--- src/rtl/addsub_acc_unit_pkg.sv ---
// Shared encodings for the add/subtract accumulator front-end:
// command opcodes and the output-stage state.
package addsub_acc_unit_pkg;

  typedef enum logic [1:0] {
    OP_LOAD = 2'b00,
    OP_ADD  = 2'b01,
    OP_SUB  = 2'b10,
    OP_CLR  = 2'b11
  } op_e;

  typedef enum logic {
    IDLE = 1'b0,
    FULL = 1'b1
  } state_e;

endpackage : addsub_acc_unit_pkg

--- src/rtl/addsub_acc_unit_cla.sv ---
// W-bit carry-lookahead add/subtract datapath: s = a + (b ^ {W{m}}) + m.
// c is the carry-out of the MSB and v the two's-complement overflow.
module addsub_cla #(
  parameter int W = 4
) (
  input  logic [W-1:0] a,
  input  logic [W-1:0] b,
  input  logic         m,
  output logic [W-1:0] s,
  output logic         c,
  output logic         v
);

  logic [W-1:0] b_eff;
  logic [W-1:0] p;
  logic [W-1:0] g;
  logic [W:0]   carry;

  assign b_eff = b ^ {W{m}};
  assign p     = a ^ b_eff;
  assign g     = a & b_eff;

  // Carries are written as the recurrence; synthesis flattens it into
  // generate/propagate lookahead terms.
  always_comb begin
    carry[0] = m;
    for (int i = 0; i < W; i++) begin
      carry[i+1] = g[i] | (p[i] & carry[i]);
    end
  end

  assign s = p ^ carry[W-1:0];
  assign c = carry[W];
  assign v = carry[W] ^ carry[W-1];

endmodule : addsub_cla

--- src/rtl/addsub_acc_unit.sv ---
// Accumulator front-end: accepts LOAD/ADD/SUB/CLR commands, runs them through
// addsub_cla, and holds one registered result beat behind a valid/ready port.
module addsub_acc_unit
  import addsub_acc_unit_pkg::*;
#(
  parameter int W = 4
) (
  input  logic         clk,
  input  logic         rst_n,
  input  logic         in_valid,
  output logic         in_ready,
  input  logic [1:0]   in_op,
  input  logic [W-1:0] in_data,
  output logic         out_valid,
  input  logic         out_ready,
  output logic [W-1:0] out_res,
  output logic         out_c,
  output logic         out_v,
  output logic         out_z,
  output logic         sticky_v
);

  state_e       state_q, state_d;
  op_e          op;
  logic         fire_in;
  logic [W-1:0] acc_q;
  logic         c_q, v_q, z_q, sticky_q;

  logic [W-1:0] sum;
  logic         sum_c, sum_v;
  logic [W-1:0] acc_d;
  logic         c_d, v_d, sticky_d;

  assign op        = op_e'(in_op);
  assign out_valid = (state_q == FULL);
  assign in_ready  = !out_valid || out_ready;
  assign fire_in   = in_valid && in_ready;

  addsub_cla #(.W(W)) u_cla (
    .a (acc_q),
    .b (in_data),
    .m (op == OP_SUB),
    .s (sum),
    .c (sum_c),
    .v (sum_v)
  );

  // NOTE: every output of a combinational block gets a default first, so no
  // path through the case leaves a signal unassigned and infers a latch.
  always_comb begin
    state_d = state_q;
    unique case (state_q)
      IDLE:    if (fire_in) state_d = FULL;
      FULL:    if (out_ready && !in_valid) state_d = IDLE;
      default: state_d = IDLE;
    endcase
  end

  always_comb begin
    acc_d    = acc_q;
    c_d      = 1'b0;
    v_d      = 1'b0;
    sticky_d = sticky_q;
    case (op)
      OP_LOAD: acc_d = in_data;
      OP_ADD, OP_SUB: begin
        acc_d    = sum;
        c_d      = sum_c;
        v_d      = sum_v;
        sticky_d = sticky_q | sum_v;
      end
      OP_CLR: begin
        acc_d    = '0;
        sticky_d = 1'b0;
      end
      default: acc_d = acc_q;
    endcase
  end

  // NOTE: sequential state uses non-blocking assignments so every register
  // samples pre-edge values, independent of statement order.
  always_ff @(posedge clk or negedge rst_n) begin
    if (!rst_n) begin
      state_q <= IDLE;
    end else begin
      state_q <= state_d;
    end
  end

  // Result registers load only on a command transfer, so they hold steady
  // while downstream stalls and ignore in_op/in_data when in_valid is low.
  always_ff @(posedge clk or negedge rst_n) begin
    if (!rst_n) begin
      acc_q    <= '0;
      c_q      <= 1'b0;
      v_q      <= 1'b0;
      z_q      <= 1'b1;
      sticky_q <= 1'b0;
    end else if (fire_in) begin
      acc_q    <= acc_d;
      c_q      <= c_d;
      v_q      <= v_d;
      z_q      <= (acc_d == '0);
      sticky_q <= sticky_d;
    end
  end

  assign out_res  = acc_q;
  assign out_c    = c_q;
  assign out_v    = v_q;
  assign out_z    = z_q;
  assign sticky_v = sticky_q;

endmodule : addsub_acc_unit

--- config.mk ---
export PLATFORM = sky130hd
export DESIGN_NAME = addsub_acc_unit
export DESIGN_NICKNAME = d
export VERILOG_FILES = /design/src/rtl/addsub_acc_unit_pkg.sv /design/src/rtl/addsub_acc_unit_cla.sv /design/src/rtl/addsub_acc_unit.sv
export SDC_FILE = /design/constraint.sdc
export NUM_CORES = 1
export LEC_CHECK = 0
export BUFFER_PORTS_ARGS = -buffer_cell sky130_fd_sc_hd__buf_2
export CAP_MARGIN = 0
export CORE_MARGIN = 2
export CORE_UTILIZATION = 40
export DETAILED_ROUTE_END_ITERATION = 8
export MAX_ROUTING_LAYER = met4
export PLACE_DENSITY = 0.66
export SLEW_MARGIN = 40
export SYNTH_ARGS = -nofsm -noshare
export SYNTH_HDL_FRONTEND = slang
export SYNTH_SLANG_ARGS = --single-unit
export TNS_END_PERCENT = 50
--- constraint.sdc ---
create_clock -name clk -period 3.5 [get_ports clk]
set_input_delay 0.875 -clock clk [delete_from_list [all_inputs] [get_ports clk]]
set_output_delay 0.875 -clock clk [all_outputs]
set_load 0.02 [all_outputs]
==> results by group <==
Drt
  • Vias: 489
  • Drt pass-1 iters: 3
  • Initial detailed-routing violation count: 2
  • Routed WL: ~1.2 mm
  • Drc violations: 0
  • WL/cell: roughly 12 um
  • Via-to-Cell Ratio: around 5
  • Final ANT Viol Nets: 0

Power
  • PD cells: between 500 and 600 nW/um^2
  • Total Power: 0.405 mW
  • Internal power: between 0.2 and 0.25 mW
  • Seq pwr share: 37.6%
  • Combinational share of power: 41.9%
  • P_sw: ~0.16 mW
  • Max IR drop VDD: 0.000298 V
  • Clock share of power: 20.5%
  • Leak: roughly 0.37 nW
  • Sw frac: approximately 39%

Cells and area
  • Layout cells sized above 1: about 33%
  • Layout area overhead: 23.0%
  • Net count, final: 98
  • Area of the multi-input gates: ~340 um^2
  • Fillers: 130
  • FF/Latch Area: roughly 230 um^2
  • Antenna diodes: 0

Logic synthesis
  • Net count after synthesis: 75
  • Netlist cell types: 21
  • Top post-synthesis cells by count: 8 x dfrtp_1, 8 x nand2_1, 8 x o21ai_0
  • Yosys top cell area share: about 34%
  • Post-Syn Area per Cell: between 10 and 15 um^2
  • Area share of fa/ha/maj cells after synthesis: 18.8%
  • Ranking of synthesized cells by area: dfrtp_1 34%, fa_1 10%, ha_1 8.5%, o21ai_0 6.8%, xor2_1 6.0%
  • Post-synthesis mux area share: ~1.9%
  • Top cell type by total area after synthesis: dfrtp_1
  • Largest family of logic cells by synthesized area: adder cells
  • Complex-gate fraction of the synthesized area: between 10% and 20%
  • Synth Area in Simple Gates: a little over an eighth
  • Top_reg_cell synth: dfrtp_1
  • Asr flop ratio synth: 100%
  • Register area share after synthesis: around 39%
  • Syn Inst Count: between 50 and 60
  • Mapped Area: about 590 um^2
  • Synthesis-stage register bit count: 9
  • Xor-xnor portion of the synthesized cell area: approximately 6.0%
  • Syn. warnings: 0
  • Number of synthesized flops with an enable pin: 0

STA
  • Final worst-path cycle share: around nine tenths
  • Fin. max-slew vios: 0
  • Fmax: around 320 MHz
  • RSZ-0062 raised after global routing: false
  • Rel. slew slack: between 70% and 80%
  • Final setup fails: 0
  • Setup TNS: 0 ns
  • Minimum clock period: between 3 and 4 ns
  • Hold Violations, Final: 0
  • Max Clock Skew: around 0.0026 ns
  • Tightest Pin Transition: roughly 0.37 ns

Place
  • HPWL after detailed placement: about 900 um
  • Placer Congestion: approximately 0.8
  • Port Buffers: 19

Setup path
  • Buf/Inv on CP: 2
  • Critical path arrival: 3.36 ns
  • Crit-path max FO: 3
  • Crit end category: flop
  • Worst-path cell chain: buf_2 > inv_1 > ha_1 > mux2_2 > fa_1 > fa_1 > fa_1 > o21ai_0 > and3_1 > a32o_1
  • Critical path launch point type: primary input
  • Crit-path most repeated cell: fa_1
  • CP max-delay cell: fa_1
  • Critical Path RT: approximately 3.7 ns
  • Max incr delay on CP: around 0.5 ns
  • Cell family with the largest share of critical-path delay: adder cells
  • Kind of critical path: primary input to flop

Clocking
  • Maximum clock insertion buffer count: 2
  • CTS resizes: 0
  • CTS H-Tree Depth: 1
  • CTS tree: done
  • Skew-Pair Late Insertion Delay: 0.27 ns
  • # Post-CTS Setup Buffers: 0
  • Hold_buf cts: 0
  • Num CTS Buffers: 3
  • Clock slew at reported path FFs: around 0.060 ns
  • Clk sink count: 9
  • Clock Tree Root: clkbuf_4

Global route
  • Largest net degree at the start of global routing: 14
  • First-pass GRT wire length: roughly 2.1 mm
  • Initial antenna violation count: 0
  • GR Overflow Total: 0
  • Number of global-route vias before repair: 475
  • Gr usage total: 16.5%

Floorplanning
  • Ports: 20
  • Die Span Y: about 42 um
  • Die W: 42.3 um
  • Core Region: ~1300 um^2
  • Initial core utilization: ~44%
  • Die footprint: about 1800 um^2
  • Row count: 13

Status
  • Outcome: completed

Run
  • Max Cap Violations: 0

Min path
  • Min-Delay Path Class: primary input to async pin
[placed cells by master (no fill, tap or decap)]
| cell | Yosys | final |
|---|---|---|
| a21oi_1 | 4 | 4 |
| a22oi_1 | 1 | 1 |
| a22oi_2 | 1 | 1 |
| a31oi_1 | 1 | 1 |
| a32o_1 | 1 | 1 |
| a41oi_1 | 1 | 1 |
| and3_1 | 2 | 2 |
| buf_2 | 1 | 19 |
| clkbuf_1 | 0 | 1 |
| clkbuf_4 | 0 | 3 |
| dfrtp_1 | 8 | 8 |
| dfstp_2 | 1 | 1 |
| fa_1 | 3 | 3 |
| ha_1 | 4 | 4 |
| inv_1 | 4 | 4 |
| mux2_2 | 1 | 1 |
| nand2_1 | 8 | 8 |
| nand2b_1 | 2 | 2 |
| nor2_1 | 1 | 1 |
| nor2b_1 | 1 | 1 |
| nor2b_4 | 1 | 1 |
| o21ai_0 | 8 | 8 |
| xor2_1 | 4 | 4 |
[power groups by stage]
stage	Combinational, mW	Clock [mW]	Sequential (mW)
after global routing	0.191	0.0910	0.157
after global placement	0.169	0	0.154
after detailed placement	0.171	0	0.155
after floorplan	0.0839	0	0.188
after CTS	0.172	0.0855	0.153
final	0.170	0.0830	0.152
[routing by layer]
metal	wire length (um)	GRT usage (%)	vias up	part of all wire, %
met3	82	6.47	5	7.1
met5	0	-	-	0
met1	536	19.9	224	46
met2	502	23.4	17	44
met4	34	9.38	0	2.9
li1	-	-	243	-
[path summary, 6_finish.rpt]
check | startpoint | endpoint | slack (ns) | cells past startpoint
worst max-delay path | in_op[0] | out_z$_DFFE_PN1P_ | 0.34 | 10
worst min-delay path | rst_n | sticky_v$_DFFE_PN0P_ | 0.44 | 1
worst max register to register | out_res[0]$_DFFE_PN0P_ | out_z$_DFFE_PN1P_ | 0.94 | 7
worst min register to register | out_v$_DFFE_PN0P_ | out_v$_DFFE_PN0P_ | 0.47 | 2
max in group asynchronous | rst_n | out_z$_DFFE_PN1P_ | 2.81 | 1
min in group clk | out_v$_DFFE_PN0P_ | out_v$_DFFE_PN0P_ | 0.47 | 2
[through the flow]
stage | cell area (um^2) | hold slack [ns] | setup slack, ns | util, % | cells
floorplan | 587 | 0.579 | 0.273 | - | 58
finish | 722 | 0.442 | 0.342 | 54.1 | 95
global placement | 696 | 0.462 | 0.0758 | 52.2 | 91
CTS | 722 | 0.445 | 0.340 | 54.1 | 95
detailed placement | 696 | 0.470 | 0.0598 | 52.2 | 91
global route | 722 | 0.450 | 0.244 | 54.1 | 95
[layout make-up]
type | count | area share [%]
clock buffer | 4 | 3.64
timing repair buffer | 19 | 13.2
tap | 15 | 2.60
sequential | 9 | 31.4
multi-input combinational | 44 | 47.1
inverter | 4 | 2.08
[kinds of logic (layout without fill, tap and decap cells)]
kind of cell,count (synthesis),count (layout)
AO/OA/AOI/OAI,17,17
adder cells (fa/ha/maj),7,7
buffers and inverters,5,27
XOR/XNOR,4,4
flip-flops,9,9
multiplexers,1,1
AND/OR/NAND/NOR,15,15
[sequential cells by signal, indices dropped and copies added, names as in the netlist]
register   flops
out_c          1
out_z          1
out_v          1
sticky_v       1
out_valid      1
out_res        4
No activity file was read; power rests on OpenSTA's default activity.
